==> src/rtl/pcie_rm_tx_isolator.sv <==
// ---------------------------------------------------------------------------
// pcie_rm_tx_isolator
//
// Purpose:
//   Sits between the TX side of a reconfigurable PCIe application module (RM)
//   and the PCIe core TRN TX port. In normal operation TLPs pass straight
//   through with zero latency. When the reconfiguration controller raises
//   isolate_req, the block waits for any TLP already in flight to finish. If
//   the RM stops mid-packet for too long, the packet is terminated at the core
//   with a single eof+discontinue beat. The TX path is then held isolated
//   (isolate_ack=1) until isolate_req is released.
//
// Ports:
//   trn_clk, trn_reset       clock, synchronous active-high reset
//   isolate_req/isolate_ack  isolation handshake with the reconfig controller
//   rm_*                     TRN TX interface from the RM (rm_tdst_rdy_n back)
//   trn_*                    TRN TX interface to the core (trn_tdst_rdy_n in)
//   dsc_count                saturating count of TLPs aborted with discontinue
// ---------------------------------------------------------------------------
module pcie_rm_tx_isolator #(
  parameter int DRAIN_TIMEOUT = 1024,
  parameter int TO_W          = 16,
  parameter int DATA_W        = 64
) (
  input  logic              trn_clk,
  input  logic              trn_reset,
  input  logic              isolate_req,
  output logic              isolate_ack,
  input  logic [DATA_W-1:0] rm_td,
  input  logic              rm_trem_n,
  input  logic              rm_tsof_n,
  input  logic              rm_teof_n,
  input  logic              rm_tsrc_rdy_n,
  input  logic              rm_tsrc_dsc_n,
  output logic              rm_tdst_rdy_n,
  output logic [DATA_W-1:0] trn_td,
  output logic              trn_trem_n,
  output logic              trn_tsof_n,
  output logic              trn_teof_n,
  output logic              trn_tsrc_rdy_n,
  output logic              trn_tsrc_dsc_n,
  input  logic              trn_tdst_rdy_n,
  output logic [7:0]        dsc_count
);

  typedef enum logic [1:0] {
    S_PASS  = 2'd0,
    S_DRAIN = 2'd1,
    S_ABORT = 2'd2,
    S_ISOL  = 2'd3
  } state_t;

  localparam logic [TO_W-1:0] TO_LAST = TO_W'(DRAIN_TIMEOUT - 1);

  function automatic logic [7:0] sat_inc(input logic [7:0] v);
    return (v == 8'hFF) ? v : v + 8'd1;
  endfunction

  state_t          r_state;
  state_t          w_state_nx;
  logic            r_in_pkt;
  logic            w_in_pkt_nx;
  logic [TO_W-1:0] r_idle;
  logic [TO_W-1:0] w_idle_nx;
  logic [7:0]      r_dsc;
  logic [7:0]      w_dsc_nx;

  logic            w_pass;
  logic            w_acc;
  logic            w_pkt_after;

  // Beats are only accepted while the path is transparent (PASS/DRAIN).
  assign w_pass = (r_state == S_PASS) || (r_state == S_DRAIN);
  assign w_acc  = w_pass && !rm_tsrc_rdy_n && !trn_tdst_rdy_n;

  // Packet-open flag as it will be after this cycle's accepted beat. An eof
  // closes the packet even when it is also the sof (single-beat TLP).
  always_comb begin
    w_pkt_after = r_in_pkt;
    if (w_acc) begin
      if (!rm_teof_n)      w_pkt_after = 1'b0;
      else if (!rm_tsof_n) w_pkt_after = 1'b1;
    end
  end

  always_ff @(posedge trn_clk) begin
    if (trn_reset) begin
      r_state  <= S_PASS;
      r_in_pkt <= 1'b0;
      r_idle   <= '0;
      r_dsc    <= '0;
    end else begin
      r_state  <= w_state_nx;
      r_in_pkt <= w_in_pkt_nx;
      r_idle   <= w_idle_nx;
      r_dsc    <= w_dsc_nx;
    end
  end

  always_comb begin
    w_state_nx  = r_state;
    w_in_pkt_nx = r_in_pkt;
    w_idle_nx   = r_idle;
    w_dsc_nx    = r_dsc;
    case (r_state)
      S_PASS: begin
        w_in_pkt_nx = w_pkt_after;
        if (isolate_req) begin
          if (w_pkt_after) begin
            w_state_nx = S_DRAIN;
            w_idle_nx  = '0;
          end else begin
            w_state_nx = S_ISOL;
          end
        end
      end
      S_DRAIN: begin
        w_in_pkt_nx = w_pkt_after;
        w_idle_nx   = w_acc ? '0 : r_idle + 1'b1;
        // Packet completion wins over a withdrawn request or a timeout.
        if (w_acc && !rm_teof_n)
          w_state_nx = isolate_req ? S_ISOL : S_PASS;
        else if (!isolate_req)
          w_state_nx = S_PASS;
        else if (!w_acc && (r_idle == TO_LAST))
          w_state_nx = S_ABORT;
      end
      S_ABORT: begin
        // The discontinue beat is held until the core takes it.
        if (!trn_tdst_rdy_n) begin
          w_in_pkt_nx = 1'b0;
          w_dsc_nx    = sat_inc(r_dsc);
          w_state_nx  = S_ISOL;
        end
      end
      S_ISOL: begin
        w_in_pkt_nx = 1'b0;
        if (!isolate_req) w_state_nx = S_PASS;
      end
      default: w_state_nx = S_PASS;
    endcase
  end

  // Output mux: transparent in PASS/DRAIN, fully defined (RM ignored) otherwise.
  always_comb begin
    trn_td         = rm_td;
    trn_trem_n     = rm_trem_n;
    trn_tsof_n     = rm_tsof_n;
    trn_teof_n     = rm_teof_n;
    trn_tsrc_rdy_n = rm_tsrc_rdy_n;
    trn_tsrc_dsc_n = rm_tsrc_dsc_n;
    rm_tdst_rdy_n  = trn_tdst_rdy_n;
    case (r_state)
      S_ABORT: begin
        trn_td         = '0;
        trn_trem_n     = 1'b0;
        trn_tsof_n     = 1'b1;
        trn_teof_n     = 1'b0;
        trn_tsrc_rdy_n = 1'b0;
        trn_tsrc_dsc_n = 1'b0;
        rm_tdst_rdy_n  = 1'b1;
      end
      S_ISOL: begin
        trn_td         = '0;
        trn_trem_n     = 1'b1;
        trn_tsof_n     = 1'b1;
        trn_teof_n     = 1'b1;
        trn_tsrc_rdy_n = 1'b1;
        trn_tsrc_dsc_n = 1'b1;
        rm_tdst_rdy_n  = 1'b1;
      end
      default: ;
    endcase
  end

  assign isolate_ack = (r_state == S_ISOL);
  assign dsc_count   = r_dsc;

endmodule
==> config.mk <==
export PLATFORM = sky130hd
export DESIGN_NAME = pcie_rm_tx_isolator
export DESIGN_NICKNAME = d
export VERILOG_FILES = /design/src/rtl/pcie_rm_tx_isolator.sv
export SDC_FILE = /design/constraint.sdc
export NUM_CORES = 1
export LEC_CHECK = 0
export BUFFER_PORTS_ARGS = -buffer_cell sky130_fd_sc_hd__buf_2
export CORE_MARGIN = 2
export CORE_UTILIZATION = 40
export CTS_CLUSTER_DIAMETER = 30
export DETAILED_ROUTE_END_ITERATION = 6
export PLACE_DENSITY = 0.81
export RECOVER_POWER = 100
export SETUP_SLACK_MARGIN = 0.3
export SLEW_MARGIN = 10
export SYNTH_ARGS = -nofsm -noshare
export SYNTH_HDL_FRONTEND = slang
export SYNTH_SLANG_ARGS = --single-unit
==> constraint.sdc <==
create_clock -name trn_clk -period 2 [get_ports trn_clk]
set_clock_uncertainty 0.15 [all_clocks]
set_input_delay 0.1 -clock trn_clk [delete_from_list [all_inputs] [get_ports trn_clk]]
set_output_delay 0.1 -clock trn_clk [all_outputs]
set_load 0.1 [all_outputs]
==> metrics.txt, run 1 <==
# TYPE chip_impl_metric gauge
chip_impl_metric{name="final-hold-violation-count",unit=""} 0
chip_impl_metric{name="area_delta_synth_final",unit="%"} 57.9
chip_impl_metric{name="hpwl",unit="microns"} 5580
chip_impl_metric{name="clk-insertion-delay-late",unit="ps"} 270
chip_impl_metric{name="route.vias.total",unit=""} 2487
chip_impl_info{name="synthTopCellsByArea",value="dfxtp_1, nor2b_1, a311oi_1, nand3_1, a31oi_1"} 1
chip_impl_info{name="rsz0062_at_grt",value="true"} 1
chip_impl_metric{name="post_synth_instance_area",unit="sq mm"} 0.00197
chip_impl_metric{name="first_iter_violations",unit=""} 141
chip_impl_metric{name="filler_cell_count",unit=""} 407
chip_impl_metric{name="antenna_found_initial",unit=""} 0
chip_impl_metric{name="placeableCoreArea",unit="sq mm"} 0.00472
chip_impl_metric{name="post_synth_num_cell_types",unit=""} 51
chip_impl_metric{name="first_global_vias",unit=""} 2194
chip_impl_info{name="worst-setup-path-type",value="register to output port"} 1
chip_impl_info{name="tritoncts_clock_tree",value="yes"} 1
chip_impl_metric{name="numClockSinks",unit=""} 27
chip_impl_metric{name="layout.area.seq",unit="sq um"} 582
chip_impl_metric{name="yosys.area.top_type_share",unit=""} 0.275
chip_impl_metric{name="design.portCount",unit=""} 152
chip_impl_metric{name="cp.arrival",unit="ps"} 1580
chip_impl_info{name="synth_top_cell_by_area",value="dfxtp_1"} 1
chip_impl_metric{name="grt_first_pass_wirelength",unit="microns"} 10800
chip_impl_metric{name="grt_overflow_total",unit=""} 0
chip_impl_metric{name="total_wirelength_of_the_detailed_routed_design",unit="microns"} 7340
chip_impl_metric{name="initial_core_util",unit=""} 0.416
chip_impl_info{name="ctsRootBufferMaster",value="clkbuf_8"} 1
chip_impl_metric{name="gate_count_after_technology_mapping",unit=""} 255
chip_impl_metric{name="finish.instance_area",unit="sq mm"} 0.00310
chip_impl_metric{name="grt_max_degree",unit=""} 53
chip_impl_metric{name="avg_wl_per_cell",unit="microns"} 15.7
chip_impl_metric{name="r2r_setup_slack",unit="ps"} 230
chip_impl_metric{name="detailedRoute.firstPassIterationCount",unit=""} 4
chip_impl_metric{name="final.min_clock_period",unit="ps"} 1830
chip_impl_metric{name="place_congestion",unit=""} 0.850
chip_impl_metric{name="synth.avg_cell_area",unit="sq um"} 7.71
chip_impl_metric{name="final_critical_path_setup_slack",unit="ps"} 175
chip_impl_metric{name="final-max-slew-violation-count",unit=""} 0
chip_impl_metric{name="number_of_buffers_created_by_cts",unit=""} 3
chip_impl_metric{name="number_of_flops_mapped_to_enable_cells_by_yosys",unit=""} 0
chip_impl_info{name="synth_flop_cell",value="dfxtp_1"} 1
chip_impl_metric{name="preCtsSetupSlack",unit="ps"} 236
chip_impl_metric{name="y_dimension_of_the_die",unit="microns"} 74.1
chip_impl_metric{name="finalSetupViolCount",unit=""} 0
chip_impl_metric{name="io_buffers",unit=""} 151
chip_impl_metric{name="synth.yosys.seq_area_share",unit=""} 0.275
chip_impl_metric{name="drcViolationCount",unit=""} 0
chip_impl_metric{name="fmax",unit="MHz"} 548
chip_impl_metric{name="max_slew_margin",unit=""} 0.226
chip_impl_metric{name="mappedNetlistNets",unit=""} 330
chip_impl_info{name="setup.worst_path.start_class",value="register"} 1
chip_impl_metric{name="cts_max_path_buffers",unit=""} 2
chip_impl_metric{name="cts_max_level",unit=""} 1
chip_impl_metric{name="timing.hold.ws",unit="ps"} 65.4
chip_impl_metric{name="drtAntennaViolNets",unit=""} 0
chip_impl_metric{name="final_core_utilization",unit=""} 0.657
chip_impl_metric{name="design.final.nets",unit=""} 476
chip_impl_metric{name="yosysWarningCount",unit=""} 0
chip_impl_metric{name="die_width",unit="microns"} 74.1
chip_impl_metric{name="dpl_cell_area",unit="sq mm"} 0.00293
chip_impl_metric{name="max_cap_viol_count",unit=""} 0
chip_impl_metric{name="multi_input_area",unit="sq mm"} 0.00149
chip_impl_metric{name="synth-async-reset-ratio",unit=""} 0
chip_impl_metric{name="worstMarginPinSlew",unit="ps"} 1170
chip_impl_info{name="outcome",value="complete, no violations"} 1
chip_impl_metric{name="fp_rows",unit=""} 25
chip_impl_metric{name="ys_seq_elements",unit=""} 27
chip_impl_metric{name="die_area",unit="sq mm"} 0.00549
chip_impl_metric{name="critical_path_required",unit="ps"} 1750
chip_impl_metric{name="clock_pin_transition_on_the_worst_setup_and_hold_timing_paths",unit="ps"} 90
chip_impl_metric{name="critical_path_peak_fanout",unit=""} 9
chip_impl_metric{name="route.detailed.vias_per_inst",unit=""} 5.33
chip_impl_info{name="setup.worst_path.end_class",value="output port"} 1
chip_impl_metric{name="post_route_cells_drive_above_1_share",unit=""} 0.540
chip_impl_metric{name="antenna-diode-count",unit=""} 0
chip_impl_info{name="worst_hold_path_type",value="input port to register"} 1
chip_impl_metric{name="fin_crit_sh",unit=""} 0.913
chip_impl_metric{name="globalRouteTotalUtil",unit=""} 0.254
-- worst max-delay path: stages, from the launching register on --
cell	delay (ps)
dfxtp_4	360
buf_6	130
nand2_2	60
clkinvlp_2	260
clkbuf_2	480
-- layout make-up --
| type | count | share of cell area |
|---|---|---|
| tap | 67 | 0.0270 |
| multi-input combinational | 204 | 0.479 |
| clock buffer | 4 | 0.0145 |
| inverter | 4 | 0.00524 |
| timing repair buffer | 161 | 0.286 |
| sequential | 27 | 0.187 |
-- registers in the layout, summed over array words and instances (netlist names) --
signal / count
r_state: 2
dsc_count: 8
r_idle: 16
r_in_pkt: 1
-- metal layers --
metal | up-vias | part of all wire | GRT usage
li1 | 1205 | - | -
met1 | 1168 | 0.39 | 0.303
met2 | 103 | 0.54 | 0.471
met3 | 11 | 0.053 | 0.0393
met4 | 0 | 0.017 | 0.0687
met5 | - | 0 | 0
-- final timing paths --
| check | from | endpoint | depth (start not counted) |
|---|---|---|---|
| worst min-delay path | trn_tdst_rdy_n | r_in_pkt | 3 |
| worst min register to register | dsc_count[7] | dsc_count[7] | 2 |
| worst max-delay path | r_state[0] | isolate_ack | 4 |
| worst max register to register | r_state[1] | dsc_count[7] | 4 |
-- through the flow --
step                cells  TNS (ps)
CTS                   464         0
global route          467         0
global placement      460         0
finish                467         0
floorplan             255    -10930
detailed placement    460         0
-- timing repair --
| action | 4_1_cts | 5_1_grt |
|---|---|---|
| hold buffers | 0 | 0 |
| pin swaps | 0 | 4 |
| gates resized for setup | 55 | 50 |
| endpoints found under the setup margin | 69 | 78 |
| buffers inserted | 0 | 3 |
-- cells in the final DEF, fill, tap and decap left out, types with 4 or more instances in the layout --
cell      instances
a21o_4            4
a21oi_1           6
or3_1             6
a311oi_1          8
clkbuf_2         75
nand4_1           6
dfxtp_1          14
nor2b_2           6
a31oi_1           9
nor2b_1          52
nand3_1          12
nor2b_4           8
dfxtp_4          10
nor2_1           13
buf_4             5
nand2_1           9
nor3_1            6
buf_2            72
-- cells in the mapped netlist (2+ instances only) --
cell type  count
nor2b_1       66
dfxtp_1       27
nor2_1        13
nand3_1       12
clkbuf_1      11
nand2_1       10
a311oi_1       9
a31oi_1        9
a21o_1         7
a21oi_1        6
nand4_1        6
nor3_1         6
or3_1          6
and2_1         5
buf_2          5
inv_1          4
and3_1         3
and4_1         3
mux2i_1        3
o21ai_0        3
or2_2          3
xor2_1         3
a41oi_1        2
buf_1          2
ha_1           2
nand2_2        2
nand2b_1       2
o2111ai_1      2
-- logic make-up (layout without fill, tap and decap cells) --
| logic type | count (synthesis) | count (layout) | share of synthesized area |
|---|---|---|---|
| AO/OA/AOI/OAI | 50 | 50 | 0.190 |
| XOR/XNOR | 4 | 4 | 0.0178 |
| adder cells (fa/ha/maj) | 2 | 2 | 0.0127 |
| buffers and inverters | 24 | 169 | 0.0535 |
| flip-flops | 27 | 27 | 0.275 |
| multiplexers | 3 | 3 | 0.0153 |
| AND/OR/NAND/NOR | 145 | 145 | 0.436 |
Power of run 1 is not shown: default switching activity piles up to over one toggle a cycle in this logic, so the estimate is an artifact.
==> run 2: changes to the inputs <==
Settings changed: ABC_CLOCK_PERIOD_IN_PS set to 2000, HOLD_SLACK_MARGIN set to 0.1.
==> run 2 against run 1 <==
  * Register-to-register slack barely moved
  * Die area did not move
  * Critical endpoint unchanged
  * Highest routed layer unchanged
  * Largest cell class unchanged
  * Sequential share of layout area rose by 0.063 points
==> metrics.txt, run 2 (synthesized netlist as in run 1, its figures left out) <==
# TYPE chip_impl_metric gauge
chip_impl_info{name="outcome",value="complete, no violations"} 1
chip_impl_metric{name="max_slew_margin",unit=""} 0.226
chip_impl_metric{name="die_area",unit="sq mm"} 0.00549
chip_impl_metric{name="worstMarginPinSlew",unit="ps"} 1170
chip_impl_metric{name="globalRouteTotalUtil",unit=""} 0.256
chip_impl_metric{name="drtAntennaViolNets",unit=""} 0
chip_impl_metric{name="design.final.nets",unit=""} 477
chip_impl_info{name="top_signal_layer_used",value="met4"} 1
chip_impl_info{name="setup.worst_path.start_class",value="register"} 1
chip_impl_metric{name="grt_first_pass_wirelength",unit="microns"} 10900
chip_impl_info{name="mostFrequentLayoutCells",value="clkbuf_2, buf_2, nor2b_1"} 1
chip_impl_info{name="worst_hold_path_type",value="input port to register"} 1
chip_impl_metric{name="detailedRoute.firstPassIterationCount",unit=""} 6
chip_impl_info{name="setup.worst_path.end_class",value="output port"} 1
chip_impl_metric{name="finish.instance_area",unit="sq mm"} 0.00310
chip_impl_metric{name="die_width",unit="microns"} 74.1
chip_impl_info{name="whs_endpoint",value="dsc_count[6]"} 1
chip_impl_info{name="ctsRootBufferMaster",value="clkbuf_8"} 1
chip_impl_metric{name="grt_overflow_total",unit=""} 0
chip_impl_metric{name="final.min_clock_period",unit="ps"} 1820
chip_impl_metric{name="first_global_vias",unit=""} 2193
chip_impl_metric{name="dr_wl_met2",unit="microns"} 3940
chip_impl_metric{name="final_core_utilization",unit=""} 0.656
chip_impl_metric{name="antenna-diode-count",unit=""} 0
chip_impl_metric{name="post_route_cells_drive_above_1_share",unit=""} 0.539
chip_impl_metric{name="antenna_found_initial",unit=""} 0
chip_impl_metric{name="max_cap_viol_count",unit=""} 0
chip_impl_metric{name="drcViolationCount",unit=""} 0
chip_impl_metric{name="layout.area.seq",unit="sq um"} 583
chip_impl_metric{name="crit_path_largest_cell_delay",unit="ps"} 470
chip_impl_metric{name="avg_wl_per_cell",unit="microns"} 15.8
chip_impl_metric{name="y_dimension_of_the_die",unit="microns"} 74.1
chip_impl_metric{name="finalSetupViolCount",unit=""} 0
chip_impl_info{name="worstSetupStartpoint",value="r_state[0]"} 1
chip_impl_info{name="rsz0062_at_grt",value="true"} 1
chip_impl_info{name="registers.top_by_ff_count",value="r_idle"} 1
chip_impl_metric{name="total_wirelength_of_the_detailed_routed_design",unit="microns"} 7400
chip_impl_metric{name="detailroute.wirelength.met3",unit="microns"} 399
chip_impl_metric{name="cts_max_path_buffers",unit=""} 2
chip_impl_metric{name="route.detailed.vias_per_inst",unit=""} 5.32
chip_impl_metric{name="hpwl",unit="microns"} 5580
chip_impl_metric{name="first_iter_violations",unit=""} 173
chip_impl_metric{name="place_congestion",unit=""} 0.850
chip_impl_info{name="timing.hold.worst.start",value="trn_reset"} 1
chip_impl_metric{name="worst-r2r-cell-count",unit=""} 6
chip_impl_metric{name="numClockSinks",unit=""} 27
chip_impl_info{name="cp_top_family",value="buffers and inverters"} 1
chip_impl_info{name="launch_point_of_the_worst_reg_to_reg_path",value="dsc_count[0]"} 1
chip_impl_metric{name="critical_path_required",unit="ps"} 1750
chip_impl_metric{name="met1_length",unit="microns"} 2950
chip_impl_metric{name="multi_input_area",unit="sq mm"} 0.00147
chip_impl_metric{name="fp_rows",unit=""} 25
chip_impl_info{name="rr_endpoint",value="dsc_count[1]"} 1
chip_impl_metric{name="grt_max_degree",unit=""} 53
chip_impl_metric{name="r2r_setup_slack",unit="ps"} 230
chip_impl_metric{name="design.portCount",unit=""} 152
chip_impl_info{name="path_cells",value="buf_6 > nand2_2 > clkinvlp_2 > clkbuf_2"} 1
chip_impl_metric{name="clk-insertion-delay-late",unit="ps"} 280
chip_impl_metric{name="hold_depth",unit=""} 2
chip_impl_metric{name="route.vias.total",unit=""} 2490
chip_impl_metric{name="fmax",unit="MHz"} 550
chip_impl_info{name="tritoncts_clock_tree",value="yes"} 1
chip_impl_metric{name="clock_pin_transition_on_the_worst_setup_and_hold_timing_paths",unit="ps"} 100
chip_impl_metric{name="area_delta_synth_final",unit="%"} 57.7
chip_impl_info{name="layout.cells.most_common",value="clkbuf_2"} 1
chip_impl_metric{name="final-max-slew-violation-count",unit=""} 0
chip_impl_metric{name="critical_path_peak_fanout",unit=""} 9
chip_impl_metric{name="dpl_cell_area",unit="sq mm"} 0.00293
chip_impl_info{name="worst-setup-path-type",value="register to output port"} 1
chip_impl_metric{name="cts_max_level",unit=""} 1
chip_impl_metric{name="timing.hold.ws",unit="ps"} 129
chip_impl_metric{name="largest_register_ffs",unit=""} 16
chip_impl_metric{name="io_buffers",unit=""} 151
chip_impl_metric{name="fin_crit_sh",unit=""} 0.909
chip_impl_info{name="critical_path.slowest_cell",value="clkbuf_2"} 1
chip_impl_metric{name="initial_core_util",unit=""} 0.416
chip_impl_metric{name="cp.arrival",unit="ps"} 1570
chip_impl_metric{name="critical_path.n_buffers_inverters",unit=""} 3
chip_impl_metric{name="final-hold-violation-count",unit=""} 0
chip_impl_metric{name="placeableCoreArea",unit="sq mm"} 0.00472
chip_impl_metric{name="number_of_buffers_created_by_cts",unit=""} 3
chip_impl_metric{name="filler_cell_count",unit=""} 408
## run 2: per-layer routing
metal	vias up	GRT usage
li1	1208	-
met1	1168	0.307
met2	103	0.474
met3	11	0.0379
met4	0	0.0646
met5	-	0
## run 2: worst reg2reg max path, delay by kind of cell, from the launching register on
family	cells	cell delay [ps]
flops	1	390
buf+inv	1	210
compound gates	1	300
fa+ha+maj	1	140
simple gates	2	240
mux	1	220
## run 2: layout make-up
| type | instances | area share |
|---|---|---|
| clock buffer | 4 | 0.0145 |
| inverter | 4 | 0.00525 |
| multi-input combinational | 204 | 0.474 |
| sequential | 27 | 0.188 |
| tap | 67 | 0.0270 |
| timing repair buffer | 162 | 0.291 |
## run 2: worst max-delay path by stage
| stage | slack [ps] | end | cells past startpoint |
|---|---|---|---|
| 6_report | 180 | isolate_ack | 4 |
| 5_1_grt | 130 | r_state[1] | 4 |
| 4_1_cts | 240 | rm_tdst_rdy_n | 3 |
| 3_5_place_dp | 240 | r_state[1] | 5 |
| 3_3_place_gp | 290 | r_state[0] | 5 |
| 2_1_floorplan | -220 | trn_td[10] | 3 |
## run 2: stage by stage
step	setup WS (ps)	cells	TNS, ps
finish	182	468	0
global route	125	468	0
CTS	241	465	0
detailed placement	236	460	0
global placement	292	460	0
floorplan	-219	255	-10930
## run 2: timing repair
item | in CTS | in global routing
pin swaps | 0 | 5
resized for setup | 55 | 51
buffers inserted | 0 | 3
endpoints found under the setup margin | 69 | 78
hold buffers | 1 | 0
endpoints found under the hold margin | 1 | 0
Power of run 2 is left out for the same reason.
==> run 3: changes to the inputs <==
Settings changed: ABC_AREA set to 1, CORE_UTILIZATION 40 to 43, SKIP_LAST_GASP set to 1.
==> run 3 against run 2 <==
  * Worst setup slack gained 6.5 ps
  * Hold slack worse by 31 ps
  * First-iteration DRC count shrank 15%
  * Area after synthesis increased by 19%
  * Core utilization up 8.3 points
  * Cell area rose by 23%
  * Sequential share of layout area decreased by 3.8 points
  * Clock-buffer cell count unchanged
  * Flip-flop and latch count is the same
  * Synthesized cell count is 69% higher
  * Fmax grew 0.36%
  * Critical endpoint is now trn_tsrc_rdy_n
==> metrics.txt, run 3 <==
# TYPE chip_impl_metric gauge
chip_impl_metric{name="worst_ir_drop_vdd",unit="V"} 0.00138
chip_impl_info{name="worst-setup-path-type",value="register to output port"} 1
chip_impl_metric{name="yosys.area.top_type_share",unit=""} 0.232
chip_impl_metric{name="dpl_cell_area",unit="sq mm"} 0.00364
chip_impl_metric{name="crit_path_largest_cell_delay",unit="ps"} 470
chip_impl_metric{name="layout.area.seq",unit="sq um"} 573
chip_impl_metric{name="globalRouteTotalUtil",unit=""} 0.258
chip_impl_info{name="synth_flop_cell",value="dfxtp_1"} 1
chip_impl_metric{name="y_dimension_of_the_die",unit="microns"} 77.7
chip_impl_info{name="top_signal_layer_used",value="met4"} 1
chip_impl_metric{name="die_area",unit="sq mm"} 0.00603
chip_impl_metric{name="fin_crit_sh",unit=""} 0.906
chip_impl_metric{name="clk-insertion-delay-late",unit="ps"} 270
chip_impl_metric{name="critical_path.n_buffers_inverters",unit=""} 2
chip_impl_metric{name="first_iter_violations",unit=""} 147
chip_impl_metric{name="synth.yosys.seq_area_share",unit=""} 0.232
chip_impl_metric{name="hpwl",unit="microns"} 6120
chip_impl_metric{name="total_wirelength_of_the_detailed_routed_design",unit="microns"} 8590
chip_impl_metric{name="first_global_vias",unit=""} 2891
chip_impl_metric{name="detailedRoute.firstPassIterationCount",unit=""} 5
chip_impl_metric{name="max_slew_margin",unit=""} 0.227
chip_impl_metric{name="final.min_clock_period",unit="ps"} 1810
chip_impl_metric{name="route.vias.total",unit=""} 3172
chip_impl_metric{name="final-hold-violation-count",unit=""} 0
chip_impl_metric{name="filler_cell_count",unit=""} 413
chip_impl_metric{name="grt_first_pass_wirelength",unit="microns"} 13000
chip_impl_metric{name="post_synth_instance_area",unit="sq mm"} 0.00233
chip_impl_metric{name="mappedNetlistNets",unit=""} 505
chip_impl_metric{name="antenna-diode-count",unit=""} 0
chip_impl_metric{name="io_buffers",unit=""} 151
chip_impl_metric{name="grt_max_degree",unit=""} 24
chip_impl_metric{name="finalSetupViolCount",unit=""} 0
chip_impl_metric{name="static-leakage-power",unit="nW"} 2.04
chip_impl_metric{name="avg_wl_per_cell",unit="microns"} 13.0
chip_impl_metric{name="die_width",unit="microns"} 77.7
chip_impl_metric{name="number_of_buffers_created_by_cts",unit=""} 3
chip_impl_metric{name="dr_wl_met2",unit="microns"} 4660
chip_impl_info{name="layout.cells.most_common",value="inv_1"} 1
chip_impl_metric{name="detailroute.wirelength.met3",unit="microns"} 591
chip_impl_metric{name="worstMarginPinSlew",unit="ps"} 1160
chip_impl_metric{name="post_route_cells_drive_above_1_share",unit=""} 0.451
chip_impl_metric{name="cts_max_path_buffers",unit=""} 2
chip_impl_metric{name="max_cap_viol_count",unit=""} 0
chip_impl_info{name="synth_top_cell_by_area",value="dfxtp_1"} 1
chip_impl_info{name="rsz0062_at_grt",value="true"} 1
chip_impl_info{name="synth.cells.most_frequent",value="inv_1, nor2_1, nand2_1, dfxtp_1, nand3_1"} 1
chip_impl_metric{name="cts_max_level",unit=""} 1
chip_impl_metric{name="met1_length",unit="microns"} 3180
chip_impl_metric{name="finish.instance_area",unit="sq mm"} 0.00382
chip_impl_metric{name="drtAntennaViolNets",unit=""} 0
chip_impl_metric{name="design.portCount",unit=""} 152
chip_impl_metric{name="fp_rows",unit=""} 26
chip_impl_metric{name="cp.arrival",unit="ps"} 1560
chip_impl_info{name="outcome",value="complete, no violations"} 1
chip_impl_metric{name="power-per-cell-area",unit="mW/mm^2"} 1510
chip_impl_metric{name="final_core_utilization",unit=""} 0.739
chip_impl_info{name="setup.worst_path.end_class",value="output port"} 1
chip_impl_metric{name="grt_overflow_total",unit=""} 0
chip_impl_metric{name="synth-async-reset-ratio",unit=""} 0
chip_impl_metric{name="synth.avg_cell_area",unit="sq um"} 5.43
chip_impl_info{name="worst_hold_path_type",value="input port to register"} 1
chip_impl_info{name="mostFrequentLayoutCells",value="inv_1, buf_2, nand2_1"} 1
chip_impl_metric{name="post_synth_num_cell_types",unit=""} 29
chip_impl_metric{name="initial_core_util",unit=""} 0.451
chip_impl_info{name="setup.worst_path.start_class",value="register"} 1
chip_impl_info{name="ctsRootBufferMaster",value="clkbuf_8"} 1
chip_impl_metric{name="place_congestion",unit=""} 0.861
chip_impl_metric{name="clock_pin_transition_on_the_worst_setup_and_hold_timing_paths",unit="ps"} 90
chip_impl_info{name="critical_path.slowest_cell",value="dfxtp_4"} 1
chip_impl_metric{name="yosysWarningCount",unit=""} 0
chip_impl_info{name="tritoncts_clock_tree",value="yes"} 1
chip_impl_metric{name="critical_path_peak_fanout",unit=""} 23
chip_impl_metric{name="drcViolationCount",unit=""} 0
chip_impl_metric{name="gate_count_after_technology_mapping",unit=""} 430
chip_impl_metric{name="final-max-slew-violation-count",unit=""} 0
chip_impl_metric{name="critical_path_required",unit="ps"} 1750
chip_impl_metric{name="antenna_found_initial",unit=""} 0
chip_impl_metric{name="number_of_flops_mapped_to_enable_cells_by_yosys",unit=""} 0
chip_impl_metric{name="area_delta_synth_final",unit="%"} 63.7
chip_impl_info{name="registers.top_by_ff_count",value="r_idle"} 1
chip_impl_info{name="synthTopCellsByArea",value="dfxtp_1, inv_1, nor2_1, nand2_1, nand3_1"} 1
chip_impl_metric{name="largest_register_ffs",unit=""} 16
chip_impl_metric{name="timing.hold.ws",unit="ps"} 97.6
chip_impl_metric{name="route.detailed.vias_per_inst",unit=""} 4.81
chip_impl_metric{name="ys_seq_elements",unit=""} 27
chip_impl_metric{name="critical_path_cell_count",unit=""} 3
chip_impl_metric{name="hold_depth",unit=""} 5
chip_impl_metric{name="placeableCoreArea",unit="sq mm"} 0.00517
chip_impl_metric{name="worst-r2r-cell-count",unit=""} 10
chip_impl_info{name="cp_top_family",value="buffers and inverters"} 1
chip_impl_info{name="path_cells",value="buf_6 > o21ai_4 > clkbuf_4"} 1
chip_impl_info{name="most_numerous_cell_in_the_yosys_netlist",value="inv_1"} 1
chip_impl_metric{name="numClockSinks",unit=""} 27
chip_impl_metric{name="design.final.nets",unit=""} 666
chip_impl_metric{name="fmax",unit="MHz"} 552
chip_impl_metric{name="multi_input_area",unit="sq mm"} 0.00169
-- run 3: cell types whose count changed after synthesis, sizes merged, moves of 6 or more --
cell | previous run | this run
inv | 4 | 113
nand2 | 12 | 95
o21ai | 3 | 10
a21oi | 6 | 19
nand3 | 12 | 23
nor2b | 66 | 0
nor2 | 14 | 109
or3 | 6 | 0
a31oi | 9 | 0
a311oi | 9 | 0
a21o | 7 | 1
-- run 3: cells by family after synthesis --
family | count (synthesis) | synth area share
xor+xnor | 3 | 0.0113
simple gates | 241 | 0.446
fa+ha+maj | 2 | 0.0107
flops | 27 | 0.232
compound gates | 31 | 0.0847
buf+inv | 126 | 0.215
-- run 3: metal layers --
metal  global-route usage  vias to the layer above
li1                     -                     1582
met1                0.287                     1438
met5                    0                        -
met2                0.494                      132
met4               0.0571                        0
met3               0.0581                       20
-- run 3: path summary, 6_finish.rpt --
| path | from | end | slack [ps] |
|---|---|---|---|
| hold / removal | isolate_req | r_state[1] | 100 |
| setup / recovery | r_state[1] | trn_tsrc_rdy_n | 190 |
| setup reg to reg | r_state[1] | r_idle[3] | 230 |
| hold reg to reg | r_in_pkt | r_in_pkt | 340 |
-- run 3: report_power, final --
part / switching [mW] / internal [mW]
combinational: 3.85 / 0.935
clock: 0.169 / 0.143
sequential: 0.0848 / 0.588
total: 4.10 / 1.67
-- run 3: timing repair --
item / CTS / global route
endpoints found under the hold margin: 10 / 0
hold buffers: 2 / 0
pin swaps: 0 / 6
gates cloned: 1 / 0
setup endpoints to repair: 62 / 50
gates resized for setup: 37 / 52
setup buffers: 0 / 11
-- run 3: stage by stage --
stage	setup TNS, ps	total power [mW]	setup WS [ps]	instances
4_1_cts	0	5.80	237	649
3_5_place_dp	0	5.27	181	642
6_report	0	5.77	189	660
2_1_floorplan	-3010	4.58	-150	430
5_1_grt	0	5.99	119	660
3_3_place_gp	0	5.23	224	642
-- run 3: worst register-to-register path, stage by stage (launching register included) --
cell and delay (ps):
dfxtp_4 420, inv_6 110, nand2_1 70, nor2_1 220, nand2_2 90, nand2_1 100, nand2_4 100, nand2_8 140
clkbuf_4 160, nand2_2 40, a21oi_2 110
-- run 3: cell type report --
type | instances | area share
Sequential cell | 27 | 0.150
Timing Repair Buffer | 169 | 0.261
Clock buffer | 4 | 0.0118
Tap cell | 70 | 0.0229
Multi-Input combinational cell | 277 | 0.441
Inverter | 113 | 0.113
(Power assumes the default switching activity.)
